File: src/rtl/rv32i_pkg.sv
// Shared RV32I opcode, instruction-class and fault definitions used by the
// fetch unit and the downstream per-format control decoders.
package rv32i_pkg;

    localparam logic [6:0] OP_LUI    = 7'b0110111;
    localparam logic [6:0] OP_AUIPC  = 7'b0010111;
    localparam logic [6:0] OP_JAL    = 7'b1101111;
    localparam logic [6:0] OP_JALR   = 7'b1100111;
    localparam logic [6:0] OP_BRANCH = 7'b1100011;
    localparam logic [6:0] OP_LOAD   = 7'b0000011;
    localparam logic [6:0] OP_STORE  = 7'b0100011;
    localparam logic [6:0] OP_IMM    = 7'b0010011;
    localparam logic [6:0] OP_REG    = 7'b0110011;
    localparam logic [6:0] OP_SYSTEM = 7'b1110011;

    localparam logic [3:0] CLS_LUI     = 4'd0;
    localparam logic [3:0] CLS_AUIPC   = 4'd1;
    localparam logic [3:0] CLS_JAL     = 4'd2;
    localparam logic [3:0] CLS_JALR    = 4'd3;
    localparam logic [3:0] CLS_BRANCH  = 4'd4;
    localparam logic [3:0] CLS_LOAD    = 4'd5;
    localparam logic [3:0] CLS_STORE   = 4'd6;
    localparam logic [3:0] CLS_IMM     = 4'd7;
    localparam logic [3:0] CLS_REG     = 4'd8;
    localparam logic [3:0] CLS_SYSTEM  = 4'd9;
    localparam logic [3:0] CLS_ILLEGAL = 4'hF;

    localparam logic [1:0] FAULT_NONE     = 2'd0;
    localparam logic [1:0] FAULT_ILLEGAL  = 2'd1;
    localparam logic [1:0] FAULT_MISALIGN = 2'd2;
    localparam logic [1:0] FAULT_TIMEOUT  = 2'd3;

    localparam logic [31:0] NOP = 32'h0000_0013;

endpackage

File: src/rtl/insn_predecode.sv
// Combinational opcode -> instruction class lookup; anything not listed,
// including opcodes with bits [1:0] != 2'b11, is ILLEGAL.
module insn_predecode
    import rv32i_pkg::*;
(
    input  logic [6:0] opcode,
    output logic [3:0] insn_class
);

    always_comb begin
        insn_class = CLS_ILLEGAL;
        case (opcode)
            OP_LUI:    insn_class = CLS_LUI;
            OP_AUIPC:  insn_class = CLS_AUIPC;
            OP_JAL:    insn_class = CLS_JAL;
            OP_JALR:   insn_class = CLS_JALR;
            OP_BRANCH: insn_class = CLS_BRANCH;
            OP_LOAD:   insn_class = CLS_LOAD;
            OP_STORE:  insn_class = CLS_STORE;
            OP_IMM:    insn_class = CLS_IMM;
            OP_REG:    insn_class = CLS_REG;
            OP_SYSTEM: insn_class = CLS_SYSTEM;
            default:   insn_class = CLS_ILLEGAL;
        endcase
    end

endmodule

File: src/rtl/insn_fetch_unit.sv
// Multi-cycle fetch/hold stage: owns the PC, fetches via req/ack and holds INSN
// through execute. Define FETCH_TIMEOUT_EN to halt on a stuck memory ack.
module insn_fetch_unit
    import rv32i_pkg::*;
#(
    parameter logic [31:0] RESET_PC       = 32'h0000_0000,
    parameter int          TIMEOUT_CYCLES = 16
) (
    input  logic        CLK,
    input  logic        RST,
    output logic [31:0] mem_addr,
    output logic        mem_req,
    input  logic        mem_ack,
    input  logic [31:0] mem_rdata,
    output logic [31:0] INSN,
    output logic        insn_valid,
    output logic [3:0]  insn_class,
    output logic [31:0] pc,
    input  logic [31:0] pc_next,
    input  logic        exec_done,
    input  logic        stall,
    output logic        halted,
    output logic [1:0]  fault
);

    typedef enum logic [1:0] {
        S_REQ  = 2'd0,
        S_EXEC = 2'd1,
        S_HALT = 2'd2
    } state_t;

    state_t     state;
    logic [3:0] fetch_class;

    // The incoming word is classified before it is latched so an illegal
    // opcode can go straight to HALT without ever raising insn_valid.
    insn_predecode u_fetch_dec (.opcode(mem_rdata[6:0]), .insn_class(fetch_class));
    insn_predecode u_insn_dec  (.opcode(INSN[6:0]),      .insn_class(insn_class));

    // Gated by RST so the request drops the instant reset rises.
    assign mem_req  = (state == S_REQ) && !RST;
    assign mem_addr = pc;

`ifdef FETCH_TIMEOUT_EN
    localparam logic [7:0] TIMEOUT_LIMIT = 8'(TIMEOUT_CYCLES);
    logic [7:0] wait_cnt;
`endif

    always_ff @(posedge CLK or posedge RST) begin
        if (RST) begin
            state      <= S_REQ;
            pc         <= RESET_PC;
            INSN       <= NOP;
            insn_valid <= 1'b0;
            halted     <= 1'b0;
            fault      <= FAULT_NONE;
`ifdef FETCH_TIMEOUT_EN
            wait_cnt   <= 8'd0;
`endif
        end else begin
            case (state)
                S_REQ: begin
                    if (mem_ack) begin
                        INSN <= mem_rdata;
                        if (fetch_class == CLS_ILLEGAL) begin
                            state  <= S_HALT;
                            halted <= 1'b1;
                            fault  <= FAULT_ILLEGAL;
                        end else begin
                            state      <= S_EXEC;
                            insn_valid <= 1'b1;
                        end
                    end
`ifdef FETCH_TIMEOUT_EN
                    else if (wait_cnt + 8'd1 == TIMEOUT_LIMIT) begin
                        state  <= S_HALT;
                        halted <= 1'b1;
                        fault  <= FAULT_TIMEOUT;
                    end else begin
                        wait_cnt <= wait_cnt + 8'd1;
                    end
`endif
                end
                S_EXEC: begin
                    if (exec_done && !stall) begin
                        insn_valid <= 1'b0;
                        if (pc_next[1:0] != 2'b00) begin
                            state  <= S_HALT;
                            halted <= 1'b1;
                            fault  <= FAULT_MISALIGN;
                        end else begin
                            pc    <= pc_next;
                            state <= S_REQ;
`ifdef FETCH_TIMEOUT_EN
                            wait_cnt <= 8'd0;
`endif
                        end
                    end
                end
                S_HALT: state <= S_HALT;
                default: begin
                    state      <= S_HALT;
                    halted     <= 1'b1;
                    insn_valid <= 1'b0;
                end
            endcase
        end
    end

endmodule

File: config.mk
export PLATFORM = sky130hd
export DESIGN_NAME = insn_fetch_unit
export DESIGN_NICKNAME = d
export VERILOG_FILES = /design/src/rtl/rv32i_pkg.sv /design/src/rtl/insn_predecode.sv /design/src/rtl/insn_fetch_unit.sv
export SDC_FILE = /design/constraint.sdc
export NUM_CORES = 1
export LEC_CHECK = 0
export ABC_CLOCK_PERIOD_IN_PS = 2300
export CORE_ASPECT_RATIO = 0.8
export CORE_MARGIN = 2
export CORE_UTILIZATION = 30
export DETAILED_ROUTE_END_ITERATION = 8
export HOLD_SLACK_MARGIN = 0.15
export PLACE_DENSITY = 0.67
export SYNTH_ARGS = -nofsm -noshare
export SYNTH_HDL_FRONTEND = slang
export SYNTH_SLANG_ARGS = --single-unit
File: constraint.sdc
create_clock -name CLK -period 2.3 [get_ports CLK]
set_input_delay 0.46 -clock CLK [delete_from_list [all_inputs] [get_ports CLK]]
set_output_delay 0.46 -clock CLK [all_outputs]
set_load 0.05 [all_outputs]
==> results of run 1 <==
## final timing paths
check	from	endpoint
max	INSN[4]	insn_class[0]
min	halted	halted
max reg2reg	state[0]	INSN[23]
min reg2reg	halted	halted
max in group asynchronous	RST	INSN[26]
min in group asynchronous	RST	INSN[24]
## report_power, final
group          total [W]  internal (W)  switching, W  leakage, nW
combinational   0.000382      0.000192      0.000189         1.25
sequential       0.00129       0.00127     0.0000246        0.922
clock            0.00130      0.000824      0.000476        0.130
## per-layer routing
metal | vias to the layer above | track usage | part of all wire
met1 | 1101 | 0.164 | 0.43
met4 | 0 | 0.0480 | 0.010
li1 | 1065 | - | -
met3 | 4 | 0.0478 | 0.071
met2 | 111 | 0.217 | 0.49
met5 | - | 0 | 0
## per-stage QoR
stage	total power [W]	instance area, um2
4_1_cts	0.00302	5200
2_1_floorplan	0.00148	3220
6_report	0.00297	5220
5_1_grt	0.00310	5220
3_5_place_dp	0.00169	4920
3_3_place_gp	0.00169	4920
## cell families after synthesis
logic type	count (synthesis)
compound gates	18
buf+inv	44
flops	70
mux	63
simple gates	31
## worst max-delay path, cell delays in order (launching register included)
cell and delay, ns:
dfstp_2 0.60, mux2_2 0.34, o21ai_0 0.18, nand4_1 0.12, buf_4 0.21
## cells in the mapped netlist
library cell  count
a211oi_2          1
a21bo_2           1
a21oi_1           3
a22o_1            2
and2_1            2
and2b_1           1
and2b_2           1
and4b_1           1
buf_4            35
buf_6             5
dfrtp_1          67
dfstp_2           3
inv_1             4
mux2_2           34
mux2_4           28
mux2i_1           1
nand2_1           5
nand2b_1          1
nand3_1           1
nand3_4           1
nand4_1           1
nand4b_1          1
nor2_1            5
nor2b_1           3
nor3_1            4
nor3b_1           2
nor3b_2           1
nor4b_1           1
o211ai_1          3
o21ai_0           5
o21ai_1           1
o2bb2ai_1         1
o31ai_1           1
## layout make-up
cell class | count | area, um2
clock buffer | 10 | 229
clock inverter | 4 | 50.0
fill | 926 | 5150
inverter | 4 | 15.0
multi-input combinational | 112 | 1140
sequential | 70 | 1760
tap | 140 | 175
timing repair buffer | 181 | 1850
## flip-flops by register name (all words and copies together), names as in the netlist
| register | count |
|---|---|
| fault | 2 |
| halted | 1 |
| mem_addr | 32 |
| INSN | 32 |
| insn_valid | 1 |
| state | 2 |
==> summary.txt, run 1 <==
Status
  – Status: complete, no violations

Clocking
  – Hold_buf cts: 0
  – H-Tree Depth: 3
  – Post-cts gate resize count: 0
  – CTS root buffer: clkbuf_16
  – Post-CTS Setup Inserts: 0
  – Worst skew pair latency: between 0.3 and 0.4 ns
  – Reg clk slew, reported paths: around 0.050 ns
  – Clock buffer depth: 2
  – CTS tree: yes
  – CTS Buf Count: 9
  – CTS sink cnt: 70

Timing
  – Clock Skews: roughly 0.0058 ns
  – RSZ-0062 raised after global routing: no
  – Final Hold Slack: ~0.46 ns
  – Final hold violation count: 0
  – Worst setup margin: roughly 0.077 ns
  – Final setup viols: 0
  – Fmax: approximately 450 MHz
  – Relative slew slack: 0.640
  – Max Slew Vio Count: 0
  – Setup TNS: 0 ns
  – Fin crit share: 0.967
  – Final min period: between 2 and 2.5 ns
  – Worst Tran Pin Value: between 0.5 and 0.6 ns

Synth
  – #FFs+latches synth: 70
  – Cell taking the most area after synthesis: dfrtp_1
  – Synth Net Count: a little under 300
  – Largest family of logic cells by synthesized area: multiplexers
  – Compound-gate portion of the synthesized area: 0.0384
  – Sequential-to-total area share from yosys stat: 0.545
  – Post-synth top area share: 0.520
  – Simple-gate share of the synthesized area: 0.0606
  – Top cells by area, synth: dfrtp_1 52%, mux2_4 13%, mux2_2 12%, buf_4 8.2%, dfstp_2 2.4%
  – Mapped cell area: about 3200 um2
  – Yosys warning count: 0
  – Post-synthesis mux area share: 0.252
  – Synth Area per Inst: ~14 um2
  – Post-synthesis xor/xnor area fraction: 0
  – Adder-Cell Fraction of Synth Area: 0
  – Synth Instances: between 200 and 250
  – Unique masters post-synth: 33

Finish
  – Fraction of layout cells with a size suffix above 1: 0.255
  – Area grow syn2layout: 61.9%
  – Final std cells w/o fill: roughly 520
  – ANT cells: 0
  – Most frequent cells in the layout: 168 x clkdlybuf4s50_1, 67 x dfrtp_1, 34 x mux2_2
  – Final core occ: 0.503
  – Nets: between 400 and 500
  – Most common cell after layout, fill and taps aside: clkdlybuf4s50_1

Floorplanning
  – Initial Util: 0.311
  – Rows: 33
  – Width of the chip: 120 um
  – Total die area: roughly 12000 um2
  – Die Span Y: between 90 and 100 um
  – Core area: between 10000 and 15000 um2
  – # IOs: approximately 170

Worst hold path
  – Hold path depth: 2
  – Worst Hold Class: flop to flop

Routing
  – Initial DRC count: 75
  – Initial DRT Pass Iterations: 4
  – Average wire per standard cell: approximately 15 um
  – Routed vias: roughly 2300
  – Antenna Nets Post-Route: 0
  – DRC: 0
  – Vias per std cell: approximately 4.4
  – Total Wirelength: between 7000 and 8000 um

Global routing
  – GR Overflow Total: 0
  – Pin count of the biggest net entering global routing: 32
  – Gr usage total: 0.134
  – Initial antenna violation count: 0
  – First-pass GRT wire length: 12300 um
  – Vias in the first global route: 2434

Power and ir drop
  – Max VDD drop: between 0.2 and 0.3 mV
  – LEAKAGE: between 2 and 2.5 nW
  – Power Dens Cells: 570 nW/um2

Job
  – Max Cap Viol: 0

Setup path
  – Startpoint class of the critical path: flop
  – WP data required: between 1.5 and 2 ns
  – Reg-to-reg slack, setup: a little under 0.7 ns
  – R2R depth: 3
  – Max Fanout on Critical Path: 7
  – Arrival time worst endpoint: ~1.8 ns
  – Crit. End Element: output pin
  – Setup Crit Path Kind: flop to output pin

Place
  – HPWL Detailed: between 5000 and 6000 um
  – I/O Buffers: 173
  – GP Congestion: 0.741
  – Pre-CTS setup slack: 0.225 ns
  – Placed Instances: 505
(Power assumes the default switching activity.)
==> inputs of run 2 (changes only) <==
ABC_AREA = 1   (was not set)
CTS_CLUSTER_DIAMETER = 150   (was not set)
PLACE_DENSITY = 0.66   (was 0.67)
==> run 2 against run 1 <==
Worst hold slack better by 0.0082 ns. First-iteration DRC count down 45%. Sequential share of layout area down 0.97 points. Sequential cell count unchanged. Clock-buffer cell count up 2. Worst setup slack worse by 0.014 ns. Utilization down 1.2 points. Largest cell class unchanged. Highest routed layer unchanged.
==> summary.txt, run 2 <==
Synth
  – Mapped cell area: 3380 um2 (+5.0%)
  – #FFs+latches synth: 70 (unchanged)
  – Post-synth EDFFs: 0 (unchanged)
  – Sequential-to-total area share from yosys stat: 0.519 (-0.0262)
  – Post-synth top area share: 0.495 (-0.0250)
  – Synth Area per Inst: 10.4 um2 (-27%)
  – Top cells by area, synth: dfrtp_1 50%, mux2_4 8.9%, buf_4 7.1%, nand2_1 6.8%, inv_1 5.5%
  – Post-synth top cells: 67 x dfrtp_1, 61 x nand2_1, 50 x inv_1
  – Synth Flop Type: dfrtp_1
  – FFs w/ async S/R, synth: 1.00 (unchanged)
  – Cell taking the most area after synthesis: dfrtp_1
  – Most frequent cell after synthesis: dfrtp_1
  – Unique masters post-synth: 24 (-27%)
  – Synth Net Count: 396 (+34%)
  – Synth Instances: 327 (+45%)
  – Yosys warning count: 0 (unchanged)

Place
  – Placed Instances: 605 (+20%)
  – HPWL Detailed: 5960 um (+3.7%)
  – GP Congestion: 0.847 (+14%)
  – I/O Buffers: 173 (unchanged)
  – Placed cell areas: 5010 um2 (+1.8%)

Finish
  – Final std cells w/o fill: 624 (+20%)
  – Area taken by multi-input logic gates: 1120 um2 (-1.5%)
  – ANT cells: 0 (unchanged)
  – Seq. cell area: 1760 um2 (about the same)
  – Fraction of layout cells with a size suffix above 1: 0.177 (-0.0775)
  – Final instance area: 5380 um2 (+3.0%)
  – Area grow syn2layout: 58.9%
  – Nets: 544 (+22%)
  – Most frequent cells in the layout: 168 x clkdlybuf4s50_1, 66 x dfrtp_1, 60 x nand2_1
  – Most common cell after layout, fill and taps aside: clkdlybuf4s50_1
  – Fill count: 1005 (+8.5%)

Routing
  – Antenna Nets Post-Route: 0 (unchanged)
  – DRC: 0 (unchanged)
  – Average wire per standard cell: 12.7 um (-12%)
  – Total Wirelength: 7940 um (+5.0%)
  – Vias per std cell: 4.17 (-4.6%)
  – Initial DRC count: 41 (-45%)
  – Routed vias: 2605 (+14%)
  – Initial DRT Pass Iterations: 4 (unchanged)

Global routing
  – Initial antenna violation count: 0 (unchanged)
  – Gr usage total: 0.134 (+0.000697)
  – First-pass GRT wire length: 12700 um (+3.9%)
  – Vias in the first global route: 2676 (+9.9%)
  – Pin count of the biggest net entering global routing: 71 (+120%)
  – GR Overflow Total: 0 (unchanged)

Clocking
  – H-Tree Depth: 3 (unchanged)
  – Clock buffer depth: 2 (unchanged)
  – CTS Buf Count: 9 (unchanged)
  – CTS tree: yes
  – Worst skew pair latency: 0.32 ns (about the same)
  – Reg clk slew, reported paths: 0.06 ns (about the same)
  – CTS sink cnt: 70 (unchanged)
  – CTS root buffer: clkbuf_16
  – Hold_buf cts: 0 (unchanged)

Setup path
  – Max Fanout on Critical Path: 4 (-3)
  – Startpoint class of the critical path: flop
  – Crit-path cells: buf_4 > clkdlybuf4s50_1
  – Crit. End Element: output pin
  – Arrival time worst endpoint: 1.78 ns (+0.02 ns)
  – Setup Crit Path Kind: flop to output pin
  – R2R depth: 3 (unchanged)
  – R2R Path Start: state[1]
  – WP data required: 1.84 ns (about the same)
  – Crit path from: INSN[4]
  – Crit-path max cell delay: 0.79 ns (+0.19 ns)
  – Critical-path top delay cell: clkdlybuf4s50_1

Status
  – Status: complete, no violations

Power and ir drop
  – LEAKAGE: 2.52 nW (+9.6%)
  – Power Dens Cells: 534 nW/um2 (-6.3%)
  – Max VDD drop: 0.334 mV (+21%)

Timing
  – Relative slew slack: 0.631 (-0.00862)
  – Fmax: 447 MHz (-0.64%)
  – Fin crit share: 0.973 (+0.00621)
  – Final hold violation count: 0 (unchanged)
  – Max Slew Vio Count: 0 (unchanged)
  – Worst Tran Pin Value: 0.551 ns (+0.0129 ns)
  – Setup TNS: 0 ns (unchanged)
  – Final Hold Slack: 0.472 ns (+0.00819 ns)
  – Clock Skews: 0.00276 ns (-0.00306 ns)
  – Final min period: 2.24 ns (+0.0143 ns)
  – Final setup viols: 0 (unchanged)

Worst hold path
  – Worst Hold Class: flop to flop
  – Hold path depth: 2 (unchanged)
  – Hold path start: fault[0]

Floorplanning
  – # IOs: 174 (unchanged)
  – Initial Util: 0.310 (-0.00131)
  – Rows: 34 (+3.0%)
  – Die Span Y: 99 um (+2.4%)
  – Total die area: 12200 um2 (+4.9%)
  – Width of the chip: 123 um (+2.4%)
  – Core area: 10900 um2 (+5.5%)

Job
  – Max Cap Viol: 0 (unchanged)
==> run 2: cell types whose count changed in the layout (fill, tap and decap cells not counted), moves of 7 or more <==
cell	change
mux2_4	-8
inv_1	+46
nand3_1	+7
o21ai_1	+11
mux2_2	-27
o21ai_2	+19
nand2_1	+55
==> run 2: report_power, final <==
part	internal, W	leakage [nW]	switching, W	total [W]
Sequential	0.00123	0.950	0	0.00123
Clock	0.000975	0.157	0.000491	0.00147
Combinational	0.000111	1.42	0.0000604	0.000172
==> run 2: cells by family after synthesis <==
logic type	count (synthesis)	share of synthesized area
AO/OA/AOI/OAI	46	0.0898
flip-flops	70	0.519
buffers and inverters	92	0.156
AND/OR/NAND/NOR	92	0.124
multiplexers	27	0.112
==> run 2: path summary, 6_finish.rpt <==
kind | slack, ns | endpoint
setup / recovery | 0.06 | INSN[4]
hold / removal | 0.47 | fault[0]
setup reg to reg | 0.74 | INSN[31]
hold reg to reg | 0.47 | fault[0]
max in group asynchronous | 1.39 | INSN[0]
min in group asynchronous | 0.60 | insn_valid
==> run 2: area by class of cell <==
| type | count | share of cell area |
|---|---|---|
| clock buffers | 12 | 0.0458 |
| clock inverters | 4 | 0.0130 |
| inverters | 51 | 0.0356 |
| multi-input cells | 165 | 0.209 |
| flip-flops and latches | 70 | 0.327 |
| well taps | 144 | 0.0335 |
| repair buffers | 178 | 0.337 |
==> run 2: through the flow <==
step / util / setup WS [ns] / total power, W
6_report: 0.492 / 0.0624 / 0.00287
3_3_place_gp: 0.459 / 0.373 / 0.00143
5_1_grt: 0.492 / -0.0230 / 0.00299
4_1_cts: 0.488 / 0.0629 / 0.00292
3_5_place_dp: 0.459 / 0.296 / 0.00143
2_1_floorplan: - / 0.0768 / 0.00129
==> run 2: per-layer routing <==
layer / GRT usage / routed length (um) / vias to the layer above
met5: 0 / 0 / -
met4: 0.0424 / 104 / 0
met3: 0.0532 / 606 / 10
met2: 0.218 / 3840 / 98
met1: 0.164 / 3390 / 1202
li1: - / - / 1295
==> run 2: worst max-delay path: cells and delay by family, from the launching register on <==
family	cells	cell delay (ns)
buffers and inverters	2	0.90
flip-flops	1	0.55
==> run 2: what timing repair did <==
item	in CTS	in global routing
pin swaps	0	3
setup endpoints to repair	4	4
resized for setup	1	6
buffers inserted	0	3
hold endpoints to repair	0	0
